===== src/rtl/rs232rx_fifo.sv =====
// 8N1 serial receiver with mid-bit sampling, glitch rejection, framing/overrun flags
// and a show-ahead FIFO with a valid/rd pop handshake.
module rs232rx_fifo #(
    parameter int CLK_PER_BIT = 1250,
    parameter int FIFO_AW     = 3
) (
    input  logic       clk,
    input  logic       rst,
    input  logic       rx,
    input  logic       rd,
    input  logic       clr_err,
    output logic [7:0] data,
    output logic       valid,
    output logic       frame_err,
    output logic       overrun
);

    localparam int CW    = $clog2(CLK_PER_BIT);
    localparam int PW    = FIFO_AW + 1;
    localparam int DEPTH = 2 ** FIFO_AW;

    localparam logic [CW-1:0] CNT_ZERO  = {CW{1'b0}};
    localparam logic [CW-1:0] CNT_ONE   = CW'(1);
    localparam logic [CW-1:0] HALF_LAST = CW'(CLK_PER_BIT / 2 - 1);
    localparam logic [CW-1:0] BIT_LAST  = CW'(CLK_PER_BIT - 1);
    localparam logic [PW-1:0] PTR_ONE   = PW'(1);

    typedef enum logic [1:0] {
        IDLE  = 2'd0,
        START = 2'd1,
        DATA  = 2'd2,
        STOP  = 2'd3
    } state_t;

    logic          rx_meta;
    logic          rx_s;
    logic          rx_d;
    logic [1:0]    primed;
    logic          armed;
    logic          start_edge;

    state_t        state_r, state_n;
    logic [CW-1:0] cnt_r, cnt_n;
    logic [2:0]    idx_r, idx_n;
    logic [7:0]    shift_r, shift_n;
    logic          push_r, push_n;
    logic          ferr_evt;

    logic [7:0]    mem [DEPTH];
    logic [PW-1:0] wr_ptr, rd_ptr;
    logic          full;
    logic          do_pop;
    logic          do_push;
    logic          ovf_evt;

    // Synchroniser and start-edge history. After reset the line must be seen high
    // once (with the flushed synchroniser primed) before a falling edge counts, so a
    // frame already in progress at reset release is not mistaken for a start bit.
    always_ff @(posedge clk) begin
        if (rst) begin
            rx_meta <= 1'b1;
            rx_s    <= 1'b1;
            rx_d    <= 1'b1;
            primed  <= 2'b00;
            armed   <= 1'b0;
        end else begin
            rx_meta <= rx;
            rx_s    <= rx_meta;
            rx_d    <= rx_s;
            primed  <= {primed[0], 1'b1};
            armed   <= armed | (primed[1] & rx_s);
        end
    end

    assign start_edge = armed & rx_d & ~rx_s;

    // Receiver FSM state register.
    always_ff @(posedge clk) begin
        if (rst) begin
            state_r <= IDLE;
            cnt_r   <= CNT_ZERO;
            idx_r   <= 3'd0;
            shift_r <= 8'h00;
            push_r  <= 1'b0;
        end else begin
            state_r <= state_n;
            cnt_r   <= cnt_n;
            idx_r   <= idx_n;
            shift_r <= shift_n;
            push_r  <= push_n;
        end
    end

    // Receiver FSM next-state: half-bit wait for the start check, then whole bits.
    always_comb begin
        state_n  = state_r;
        cnt_n    = cnt_r;
        idx_n    = idx_r;
        shift_n  = shift_r;
        push_n   = 1'b0;
        ferr_evt = 1'b0;
        case (state_r)
            IDLE: begin
                if (start_edge) begin
                    state_n = START;
                    cnt_n   = CNT_ZERO;
                end else begin
                    cnt_n   = CNT_ZERO;
                end
            end
            START: begin
                if (cnt_r == HALF_LAST) begin
                    if (rx_s) begin
                        state_n = IDLE;
                    end else begin
                        state_n = DATA;
                        cnt_n   = CNT_ZERO;
                        idx_n   = 3'd0;
                    end
                end else begin
                    cnt_n = cnt_r + CNT_ONE;
                end
            end
            DATA: begin
                if (cnt_r == BIT_LAST) begin
                    shift_n = {rx_s, shift_r[7:1]};
                    cnt_n   = CNT_ZERO;
                    if (idx_r == 3'd7) begin
                        state_n = STOP;
                    end else begin
                        idx_n = idx_r + 3'd1;
                    end
                end else begin
                    cnt_n = cnt_r + CNT_ONE;
                end
            end
            STOP: begin
                if (cnt_r == BIT_LAST) begin
                    state_n = IDLE;
                    if (rx_s) begin
                        push_n = 1'b1;
                    end else begin
                        ferr_evt = 1'b1;
                    end
                end else begin
                    cnt_n = cnt_r + CNT_ONE;
                end
            end
            default: begin
                state_n = IDLE;
                cnt_n   = CNT_ZERO;
            end
        endcase
    end

    assign valid   = (wr_ptr != rd_ptr);
    assign full    = (wr_ptr[FIFO_AW] != rd_ptr[FIFO_AW]) &&
                     (wr_ptr[FIFO_AW-1:0] == rd_ptr[FIFO_AW-1:0]);
    assign do_pop  = rd & valid;
    // A pop in the same cycle frees the slot, so a push into a full FIFO still lands.
    assign do_push = push_r & (~full | do_pop);
    assign ovf_evt = push_r & full & ~do_pop;
    assign data    = valid ? mem[rd_ptr[FIFO_AW-1:0]] : 8'h00;

    // FIFO storage; contents need no reset because the pointers gate visibility.
    always_ff @(posedge clk) begin
        if (do_push) begin
            mem[wr_ptr[FIFO_AW-1:0]] <= shift_r;
        end
    end

    // FIFO pointers.
    always_ff @(posedge clk) begin
        if (rst) begin
            wr_ptr <= {PW{1'b0}};
            rd_ptr <= {PW{1'b0}};
        end else begin
            if (do_push) begin
                wr_ptr <= wr_ptr + PTR_ONE;
            end
            if (do_pop) begin
                rd_ptr <= rd_ptr + PTR_ONE;
            end
        end
    end

    // Sticky error flags; a set event outranks a simultaneous clear.
    always_ff @(posedge clk) begin
        if (rst) begin
            frame_err <= 1'b0;
            overrun   <= 1'b0;
        end else begin
            if (ferr_evt) begin
                frame_err <= 1'b1;
            end else if (clr_err) begin
                frame_err <= 1'b0;
            end
            if (ovf_evt) begin
                overrun <= 1'b1;
            end else if (clr_err) begin
                overrun <= 1'b0;
            end
        end
    end

endmodule

===== config.mk =====
export PLATFORM = sky130hd
export DESIGN_NAME = rs232rx_fifo
export DESIGN_NICKNAME = d
export VERILOG_FILES = /design/src/rtl/rs232rx_fifo.sv
export SDC_FILE = /design/constraint.sdc
export NUM_CORES = 1
export LEC_CHECK = 0
export CORE_MARGIN = 2
export CORE_UTILIZATION = 23
export CTS_CLUSTER_DIAMETER = 50
export DETAILED_ROUTE_END_ITERATION = 16
export PLACE_DENSITY = 0.45
export SLEW_MARGIN = 20
export SYNTH_ARGS = -nofsm -noshare
export SYNTH_HDL_FRONTEND = slang
export SYNTH_SLANG_ARGS = --single-unit

===== constraint.sdc =====
create_clock -name clk -period 4.88 [get_ports clk]
set_input_delay 0.732 -clock clk [delete_from_list [all_inputs] [get_ports clk]]
set_output_delay 0.732 -clock clk [all_outputs]
set_load 0.03 [all_outputs]

==> results.ini <==
[critical_path]
arrival_ps=2500
critPathRequiredTime_ps=4150
r2r-end=idx_r[0]
worstSetupPathType=reg -> out
worstSetupStartpointType=flop
critPathMaxFanout=9
end_kind=output port
regToRegSetupSlack_ps=2370
rr_worst_depth=6
reg2reg_from=cnt_r[0]

[yosys]
synth-compound-area-share_pct=4.15
synthSimpleGateAreaFrac_pct=13.8
ys_types=47
synth_edf_count=64
yosysSeqAreaShare_pct=63.2
syn_avg_cell_area_um2=13.2
syn_inst=336
synth_flop_cell=edfxtp_1
ys_async_sr_fraction_pct=0
yosys_warnings=0
synth-xor-area-share_pct=3.56
synth_area_leaders=edfxtp_1, dfxtp_1, mux4_2
synth_top_area_cell=edfxtp_1
synth_area_um2=4430
synth_fa_ha_area_share_pct=1.98
synth_seq_cells=108
synth_top_area_share_pct=43.4
muxShareOfSynthArea_pct=10.6
syn-num-nets=348
synth_top_family_by_area=simple AND/OR/NAND/NOR gates

[floorplan]
die_w_um=143
placementRows=50
core_area_um2=18800
die-area_um2=20400
die-height_um=143
initial_utilization_pct=23.5
ioPinCount=16

[clocking]
tritoncts=done
h-tree-depth=3
cts_made_buffers=9
cts_resized=0
cts_root_buffer=clkbuf_16
post-cts-setup-buffer-count=0
clk_pin_slew_ps=70
postCtsHoldBufs=0
clk_latency_ps=340
cts.path.max_buffers=2
clock-sinks=108

[route]
vias=2552
wl_met1_mm=3.86
routed_wl_mm=8.49
wl_met3_um=303
wl_met2_mm=4.22
post_drt_wl_per_cell_um=13.9
vias_per_cell=4.17
drtIter0Drc=112
highest_layer=met4
first_pass_iters=4
drc=0
antenna_left=0

[timing]
fin_crit_sh_pct=66.2
setup_violations=0
fmax_ghz=0.309
slew_viol_final=0
rsz0062_at_grt=false
period_minus_slack_ps=3230
whs_ps=416
finalClockSkew_ps=7.45
tns_ps=0
relSlewSlack_pct=30.0
hold_viol_final=0
worst_pin_slew_ps=1050

[run]
max_cap_viol_count=0

[global_route]
grt.overflow.total=0
grt_pass1_vias=2633
grt_max_degree=31
grt_pass1_wl_mm=14.2
antenna_found_initial=0
grt_use_total_pct=9.29

[status]
status=finished, final reports clean

[final_layout]
final_cells=612
area_growth_pct=16.5
fillers=1932
final_nets=359
seq_area_um2=2800
diodes=0
multi_input_area_um2=1530
drive_above_1_share_pct=14.5

[min_path]
hold_depth=1
hp-class=reg -> reg
min_to=rx_s
min-delay-start=rx_meta

[pwr]
leakagePower_nw=1.57
power.density_nw_per_um2=329
ir_drop_mv=0.139

[place]
gp_congestion=0.750
dp.cells=596
io_buffers=15
dp_hpwl_mm=5.59

kinds of logic (layout without fill, tap and decap cells):
| logic type | Yosys count | after routing |
|---|---|---|
| multiplexers | 27 | 27 |
| buffers and inverters | 26 | 42 |
| flip-flops | 108 | 108 |
| AND/OR/NAND/NOR | 119 | 119 |
| adder cells (fa/ha/maj) | 7 | 7 |
| XOR/XNOR | 18 | 18 |
| AO/OA/AOI/OAI | 31 | 31 |
flip-flops by register name, indices dropped and copies added, names as in the netlist, named ones only:
register / flops
armed: 1
wr_ptr: 4
shift_r: 8
primed: 2
state_r: 1
idx_r: 3
rx_s: 1
frame_err: 1
rd_ptr: 4
cnt_r: 11
rx_d: 1
rx_meta: 1
overrun: 1
push_r: 1
mem: 64
how the worst max path moves through the flow:
stage / startpoint / end / depth (start not counted)
global placement: flop / data[2] / 4
CTS: flop / data[2] / 4
global route: wr_ptr[0] / data[2] / 5
detailed placement: flop / data[2] / 4
finish: wr_ptr[0] / data[2] / 5
floorplan: rd / mem[0][0] / 4
layout make-up:
class,count,share of cell area (%)
Sequential cell,108,54.3
Multi-Input combinational cell,202,29.7
Inverter,8,0.581
Clock inverter,6,1.38
Clock buffer,10,4.43
Tap cell,260,6.30
Timing Repair Buffer,18,3.34
critical path, cell delays in order, from the launching register on:
cell and delay, ps:
dfxtp_1 550, xnor2_1 160, and3_1 260, and2_1 450
nor2_1 120, clkdlybuf4s50_1 610
synthesized netlist by cell type (all sizes together) (5+ instances only):
cell	number
buf	13
nor2	40
xnor2	12
nand2b	5
nor4	6
clkbuf	5
nand3	18
o21ai	5
xor2	6
mux2i	11
nor3	6
nand2	19
ha	7
edfxtp	64
dfxtp	44
mux4	16
a21oi	20
inv	8
cells in the final DEF, fill, tap and decap left out, types with 2 or more instances in the layout:
master           count
nor3_2               5
or2_2                3
and3_1               2
inv_1                7
edfxtp_1            64
ha_1                 7
nand4_1              4
o21ai_0              4
or3_1                3
dfxtp_1             43
xnor2_1             12
nand3_1             18
nor2_1              39
buf_4                3
xor2_1               6
mux2i_1             11
mux4_2              16
nor4_1               5
a21oi_1             19
clkbuf_16            9
nand2b_1             5
nor2b_1              3
nand3b_1             2
nand2_1             19
clkdlybuf4s50_1     15
layer usage:
metal | track usage [%] | vias up
met2 | 16.0 | 43
met4 | 2.66 | 0
met1 | 11.0 | 1252
met3 | 3.22 | 6
met5 | 0 | -
li1 | - | 1251
report_power, final:
group	internal (mW)	total (mW)	switching, mW
sequential	0.956	0.958	0.00202
clock	0.403	0.727	0.323
combinational	0.00567	0.0126	0.00689
metrics by stage:
step           instance area (um2)  util [%]  total power, mW  setup slack [ps]
6_report                      5170      27.4             1.70              1650
5_1_grt                       5170      27.4             1.76              1460
4_1_cts                       5160      27.4             1.72              1160
3_5_place_dp                  4860      25.8            0.992              1540
3_3_place_gp                  4860      25.8            0.992              1560
2_1_floorplan                 4430         -            0.985              2480
Note: power is estimated with default switching activity, not from simulation.
